## src/rtl/fifo_uart_tx_if.sv

```systemverilog
// Handshake bundle between the UART transmitter, its upstream FIFO and the
// serial line. The master side is the transmitter; the slave side is the
// FIFO/line environment.
interface fifo_uart_tx_if #(
    parameter int DATA_WID = 8
);
    logic                tx_en;
    logic                fifo_empty;
    logic                fifo_data_vld;
    logic [DATA_WID-1:0] fifo_data;
    logic                fifo_rd_en;
    logic                tx;
    logic                busy;
    logic                frame_done;
    logic                err_underrun;

    modport master (
        input  tx_en,
        input  fifo_empty,
        input  fifo_data_vld,
        input  fifo_data,
        output fifo_rd_en,
        output tx,
        output busy,
        output frame_done,
        output err_underrun
    );

    modport slave (
        output tx_en,
        output fifo_empty,
        output fifo_data_vld,
        output fifo_data,
        input  fifo_rd_en,
        input  tx,
        input  busy,
        input  frame_done,
        input  err_underrun
    );
endinterface

```

## src/rtl/fifo_uart_tx.sv

```systemverilog
// UART transmitter fed from a synchronous FIFO. Reads one character per
// frame, waits a bounded time for the read data, then sends start bit,
// DATA_WID data bits LSB first and one stop bit.
//
// state | meaning
// IDLE  | line high, waiting for tx_en with a non-empty FIFO
// FETCH | one-cycle FIFO read request
// WAIT  | waiting up to 4 cycles for read data; timeout flags underrun
// START | start bit (line low)
// DATA  | data bits, LSB first
// STOP  | stop bit (line high); frame_done on its last cycle
module fifo_uart_tx #(
    parameter int DATA_WID     = 8,
    parameter int CLKS_PER_BIT = 16
) (
    input logic             clk,
    input logic             rst,
    fifo_uart_tx_if.master  bus
);
    localparam int BAUD_W = (CLKS_PER_BIT > 1) ? $clog2(CLKS_PER_BIT) : 1;
    localparam int BIT_W  = (DATA_WID > 1) ? $clog2(DATA_WID) : 1;

    typedef enum logic [2:0] {
        IDLE  = 3'd0,
        FETCH = 3'd1,
        WAIT  = 3'd2,
        START = 3'd3,
        DATA  = 3'd4,
        STOP  = 3'd5
    } state_t;

    state_t              state_q, state_d;
    logic [BAUD_W-1:0]   baud_q, baud_d;
    logic [BIT_W-1:0]    bit_q, bit_d;
    logic [DATA_WID-1:0] shift_q, shift_d;
    logic [1:0]          wait_q, wait_d;
    logic                err_q, err_d;
    logic                baud_last;
    logic                bit_last;

    assign baud_last = (baud_q == BAUD_W'(CLKS_PER_BIT - 1));
    assign bit_last  = (bit_q == BIT_W'(DATA_WID - 1));

    // State, counters, shift register and sticky error flag.
    always_ff @(posedge clk or posedge rst) begin
        if (rst) begin
            state_q <= IDLE;
            baud_q  <= '0;
            bit_q   <= '0;
            shift_q <= '0;
            wait_q  <= '0;
            err_q   <= 1'b0;
        end else begin
            state_q <= state_d;
            baud_q  <= baud_d;
            bit_q   <= bit_d;
            shift_q <= shift_d;
            wait_q  <= wait_d;
            err_q   <= err_d;
        end
    end

    // Next-state logic; the baud counter clears whenever a bit period ends.
    always_comb begin
        state_d = state_q;
        baud_d  = baud_q;
        bit_d   = bit_q;
        shift_d = shift_q;
        wait_d  = wait_q;
        err_d   = err_q;
        case (state_q)
            IDLE: begin
                baud_d = '0;
                bit_d  = '0;
                wait_d = '0;
                if (bus.tx_en && !bus.fifo_empty) begin
                    state_d = FETCH;
                end
            end
            FETCH: begin
                wait_d  = '0;
                state_d = WAIT;
            end
            WAIT: begin
                if (bus.fifo_data_vld) begin
                    shift_d = bus.fifo_data;
                    baud_d  = '0;
                    state_d = START;
                end else if (wait_q == 2'd3) begin
                    err_d   = 1'b1;
                    state_d = IDLE;
                end else begin
                    wait_d = wait_q + 2'd1;
                end
            end
            START: begin
                if (baud_last) begin
                    baud_d  = '0;
                    bit_d   = '0;
                    state_d = DATA;
                end else begin
                    baud_d = baud_q + 1'b1;
                end
            end
            DATA: begin
                if (baud_last) begin
                    baud_d  = '0;
                    shift_d = shift_q >> 1;
                    if (bit_last) begin
                        bit_d   = '0;
                        state_d = STOP;
                    end else begin
                        bit_d = bit_q + 1'b1;
                    end
                end else begin
                    baud_d = baud_q + 1'b1;
                end
            end
            STOP: begin
                if (baud_last) begin
                    baud_d  = '0;
                    state_d = IDLE;
                end else begin
                    baud_d = baud_q + 1'b1;
                end
            end
            default: begin
                state_d = IDLE;
            end
        endcase
    end

    // Outputs decode directly from state so reset forces them without a clock.
    always_comb begin
        bus.fifo_rd_en   = (state_q == FETCH);
        bus.busy         = (state_q != IDLE);
        bus.frame_done   = (state_q == STOP) && baud_last;
        bus.err_underrun = err_q;
        case (state_q)
            START:   bus.tx = 1'b0;
            DATA:    bus.tx = shift_q[0];
            default: bus.tx = 1'b1;
        endcase
    end
endmodule

```

## src/flat_wrapper.sv

```systemverilog
// flat-port wrapper written by rule: the top's interface ports become plain ports
module fifo_uart_tx_flat 
#(
    parameter int DATA_WID     = 8,
    parameter int CLKS_PER_BIT = 16
)
  (clk, rst, bus_tx_en, bus_fifo_empty, bus_fifo_data_vld, bus_fifo_data, bus_fifo_rd_en, bus_tx, bus_busy, bus_frame_done, bus_err_underrun);
  fifo_uart_tx_if #(.DATA_WID(DATA_WID)) bus_i ();
  input logic clk;
  input logic rst;
  input wire logic [$bits(bus_i.tx_en)-1:0] bus_tx_en;
  input wire logic [$bits(bus_i.fifo_empty)-1:0] bus_fifo_empty;
  input wire logic [$bits(bus_i.fifo_data_vld)-1:0] bus_fifo_data_vld;
  input wire logic [$bits(bus_i.fifo_data)-1:0] bus_fifo_data;
  output wire logic [$bits(bus_i.fifo_rd_en)-1:0] bus_fifo_rd_en;
  output wire logic [$bits(bus_i.tx)-1:0] bus_tx;
  output wire logic [$bits(bus_i.busy)-1:0] bus_busy;
  output wire logic [$bits(bus_i.frame_done)-1:0] bus_frame_done;
  output wire logic [$bits(bus_i.err_underrun)-1:0] bus_err_underrun;
  assign bus_i.tx_en = bus_tx_en;
  assign bus_i.fifo_empty = bus_fifo_empty;
  assign bus_i.fifo_data_vld = bus_fifo_data_vld;
  assign bus_i.fifo_data = bus_fifo_data;
  assign bus_fifo_rd_en = bus_i.fifo_rd_en;
  assign bus_tx = bus_i.tx;
  assign bus_busy = bus_i.busy;
  assign bus_frame_done = bus_i.frame_done;
  assign bus_err_underrun = bus_i.err_underrun;
  fifo_uart_tx #(.DATA_WID(DATA_WID), .CLKS_PER_BIT(CLKS_PER_BIT)) u_core (.clk(clk), .rst(rst), .bus(bus_i));
endmodule
```

## config.mk

```make
export PLATFORM = sky130hd
export DESIGN_NAME = fifo_uart_tx_flat
export DESIGN_NICKNAME = d
export VERILOG_FILES = /design/src/rtl/fifo_uart_tx_if.sv /design/src/rtl/fifo_uart_tx.sv /design/src/flat_wrapper.sv
export SDC_FILE = /design/constraint.sdc
export NUM_CORES = 1
export LEC_CHECK = 0
export ABC_AREA = 1
export CORE_MARGIN = 2
export CORE_UTILIZATION = 50
export CTS_BUF_LIST = sky130_fd_sc_hd__clkbuf_16
export CTS_CLUSTER_SIZE = 12
export DETAILED_ROUTE_END_ITERATION = 10
export GPL_ROUTABILITY_DRIVEN = 0
export PLACE_DENSITY = 0.79
export SLEW_MARGIN = 10
export SYNTH_ARGS = -nofsm -noshare
export SYNTH_HDL_FRONTEND = slang
export SYNTH_SLANG_ARGS = --single-unit
```

## constraint.sdc

```tcl
create_clock -name clk -period 1.5 [get_ports clk]
set_input_delay 0.45 -clock clk [delete_from_list [all_inputs] [get_ports clk]]
set_output_delay 0.45 -clock clk [all_outputs]
set_load 0.01 [all_outputs]
```

# Yosys cells after proc, flatten, opt, wreduce, memory -nomap -nowiden
# Cells that the tools add are included.
[totals]
reg_bits = 21
inputBits = 13
out_inout_bits = 5
word_cells = 65
[classes]
n_addsub = 3
eq_ne = 17
n_mux = 21
n_bitwise = 1
n_reduce_logical = 17
[ops]
columns = ["cell", "n"]
rows = [
  ["2-to-1 mux 3 bit", 9],
  ["case mux 3 bit (6 select lines)", 1],
  ["2-to-1 mux 8 bit", 2],
  ["case mux 8 bit (2 select lines)", 1],
  ["case mux 4 bit (3 select lines)", 1],
  ["AND reduction 3 bit", 4],
  ["!= test 2 x 1 -> 1 bit (second input constant)", 5],
  ["== test 3 bit (second input constant)", 3],
  ["case mux 3 bit (3 select lines)", 1],
  ["nonzero test 3 bit", 3],
  ["2-to-1 mux 4 bit", 2],
  ["== test 3 x 2 -> 1 bit (second input constant)", 2],
  ["!= test 2 bit (second input constant)", 3],
  ["AND reduction 6 bit", 1],
  ["adder 4 x 1 -> 4 bit (second input constant)", 1],
  ["== test 4 bit (second input constant)", 1],
  ["2-to-1 mux 2 bit", 2],
  ["case mux 2 bit (2 select lines)", 1],
  ["nonzero test 2 bit", 2],
  ["adder 3 x 1 -> 3 bit (second input constant)", 1],
  ["== test 3 x 1 -> 1 bit (second input constant)", 1],
  ["zero test 3 bit", 1],
  ["!= test 3 x 2 -> 1 bit (second input constant)", 1],
  ["OR reduction 3 bit", 1],
  ["8 further kinds", 9],
]

# Longest topological paths before layout
[logic_depth]
ltp_word = 4
ltp_mapped = 9
ltp_nobuf = 9

# Worst setup path before layout
# OpenSTA, ideal clock, no wires.
[synth_timing]
path_kind = "reg2out"
startpoint = "reg u_core.state_q[0]"
endpoint = "out bus_tx"
t_arrival_ns = 1.158
t_required_ns = 1.050
setup_slack_ns = -0.108
stages_incl_launch_ff = 5
n_path_buf = 1
path_cell_list = "dfrtp_1 -> nor2_4 -> nand2_4 -> buf_2 -> o21ai_0"
[synth_via]
elab_chain_len = 2
elab_cells_between_ends = 3
classes_between = "2 x eq/ne; 1 x mux"
[synth_rtl]
columns = ["item", "line_no", "rtl"]
rows = [
  ["start, declared", "fifo_uart_tx.sv:32", "state_t state_q, state_d;"],
  ["start signal, assigned", "fifo_uart_tx.sv:54", "state_q <= state_d;"],
  ["== test 3 bit or == test 3 x 2 -> 1 bit (tied branches)", "fifo_uart_tx.sv:139", "case (state_q)"],
  ["case mux 1 bit (2 select lines) (*)", "fifo_uart_tx.sv:139", ""],
  ["end, declared", "flat_wrapper.sv:16", "output wire logic [$bits(bus_i.tx)-1:0] bus_tx;"],
]
# Mark *: on every way between the ends. The rest lies on a longest branch, timed or not.

# Worst setup path after layout
# Same ends and word-level chain as after synthesis.

==> out/metrics.yaml <==
drc: 0
initial_core_util_pct: 51.5
routedWlPerCell_um: 16.6
area_growth_pct: 58.6
clock_tree.root_cell: "clkbuf_16"
worst_pin_slew_ps: 381
crit_family: "flip-flops"
synth_cell_type_count: 31
hold_viol: 0
grt_max_degree: 22
die_w_um: 54.1
hold_path_class: "reg2reg"
nets: 226
seq_area_frac_synth_pct: 41.9
p_total_mw: 4.02
clock_path_buffers: 2
arrival_ps: 1290
crit_type: "reg2out"
antenna_found_initial: 0
diodes: 0
syn_area_per_cell_um2: 8.36
via_count: 1303
leakage_nw: 0.992
rsz0062_at_grt: "yes"
grt_first_pass_wirelength_mm: 5.22
min_period_over_period_pct: 116
buffer_ports.inserted: 17
synth-main-ff-cell: "dfrtp_1"
path_max_fanout: 3
cp-start-kind: "register"
yosys.area.top_type_share_pct: 41.9
synth_warnings: 0
ctsHtreeMaxLevel: 1
firstDrtPassIters: 4
row_count: 18
setup_ws_ps: -242
path_buf_inv: 2
clk_latency_ps: 250
cp.required_ps: 1050
period_minus_slack_ps: 1740
cts_tree: "built"
design.portCount: 18
synth.cell_area_um2: 1250
synth.most_common_cell: "nand2_1"
finalClockSkew_ps: 2.97
clkTransAtPathRegs_ps: 50
holdBufCountCts: 0
synth_edf_count: 0
place_hpwl_mm: 1.96
ys_ff_latch: 21
via_per_inst: 5.47
die_h_um: 54.1
ant_nets: 0
crit_path_max_incr_delay_ps: 430
grt_usage_pct: 25.6
synth_nets: 167
setup_viol: 20
max_freq_ghz: 0.574
tns_ps: -1870
cp_slowest_cell: "dfrtp_2"
coreArea_um2: 2430
maxCapViolCount: 0
cts_sinks: 21
drive_gt1_share_pct: 44.7
cp_cell_sequence: "buf_6, nor2_4, nand2_4, o21ai_4, buf_6"
ir_worst_vdd_v: 0.00140
wl_mm: 3.96
power_density_nw_per_um2: 2020
endpoint_kind: "output port"
numCtsBuffers: 3
postLayoutCoreUtil_pct: 81.7
slew_viol_final: 0
synth_cells: 150
n_fill_cell: 135
synthArstFlopShare_pct: 100
die_area_um2: 2920
crit_top_cell: "buf_6"
synth_area_leaders: "dfrtp_1, nand2_1, o21ai_2"
yosys.area.top_type: "dfrtp_1"
first_global_vias: 1193
violations: "setup timing"
status: "complete, but fails checks"
drtIter0Drc: 38
relSlewSlack_pct: 74.4
grt_overflow: 0
synth_common_cells: "nand2_1, dfrtp_1, inv_1"
[per-stage QoR]
stage | hold slack, ps | cell area, µm² | std cells | setup WS (ps)
final | 469 | 1990 | 238 | -242
after global routing | 502 | 1990 | 238 | -316
after CTS | 479 | 1760 | 230 | -264
after detailed placement | 471 | 1590 | 216 | -354
after global placement | 463 | 1590 | 216 | -302
after floorplan | 427 | 1260 | 150 | 18.9
[cells by family (layout without fill, tap and decap cells)]
family,count (synthesis),after routing,share of synthesized area [%]
XOR/XNOR,1,1,0.699
AO/OA/AOI/OAI,26,26,14.4
adder cells (fa/ha/maj),4,4,3.99
flip-flops,21,21,41.9
AND/OR/NAND/NOR,74,74,29.0
buffers and inverters,24,82,9.98
[flip-flops by register name, indices dropped and copies added (netlist names)]
name / flops
u_core.bit_q: 3
u_core.state_q: 3
u_core.wait_q: 2
u_core.shift_q: 8
u_core.baud_q: 4
u_core.bus.err_underrun: 1
[power breakdown]
part | switching (mW) | internal [mW]
logic | 1.37 | 1.17
registers | 0.131 | 0.787
clock network | 0.204 | 0.355
total | 1.70 | 2.32
[what timing repair did]
item                                    CTS  global route
pin swaps                                 3            10
cloned                                    0             1
resized for setup                        25            36
endpoints found under the setup margin   13            21
setup buffers                            10             7
[area by class of cell]
type	count	area (µm²)	area share (%)
multi-input cells	105	732	36.8
clock buffers	3	75.1	3.78
clock inverters	1	3.75	0.189
inverters	20	93.8	4.72
repair buffers	58	517	26.0
flip-flops and latches	21	529	26.6
well taps	30	37.5	1.89
[layout by cell type, fill, tap and decap left out, types with 2 or more instances in the layout]
master and count:
nand2_1 34, o21ai_1 2, nand3_2 3, nor2_1 2
o21ai_4 3, buf_4 35, dfrtp_2 3, ha_1 3
inv_6 2, buf_6 4, clkdlybuf4s50_1 12, or2_1 2
o21ai_0 9, o21ai_2 9, clkbuf_16 4, buf_2 3
nor2_4 5, buf_12 2, nand3_1 10, inv_1 17
nor2_2 2, nand3_4 3, nand2_2 4, nand2_4 5
dfrtp_1 18
[worst paths after layout]
check,start,to,slack [ps],depth (start not counted)
setup / recovery,u_core.state_q[0],bus_tx,-240,5
max in group asynchronous,rst,u_core.state_q[0],720,3
min in group asynchronous,rst,u_core.shift_q[6],540,3
setup reg to reg,u_core.state_q[0],u_core.shift_q[0],-110,8
hold / removal,u_core.bus.err_underrun,u_core.bus.err_underrun,470,1
hold reg to reg,u_core.bus.err_underrun,u_core.bus.err_underrun,470,1
[per-layer routing]
metal | GRT usage, % | part of all wire, %
met2 | 46.5 | 52
met3 | 3.33 | 4.6
met5 | 0 | 0
met4 | 14.6 | 3.4
met1 | 28.3 | 40
Note: power is estimated with default switching activity, not from simulation.
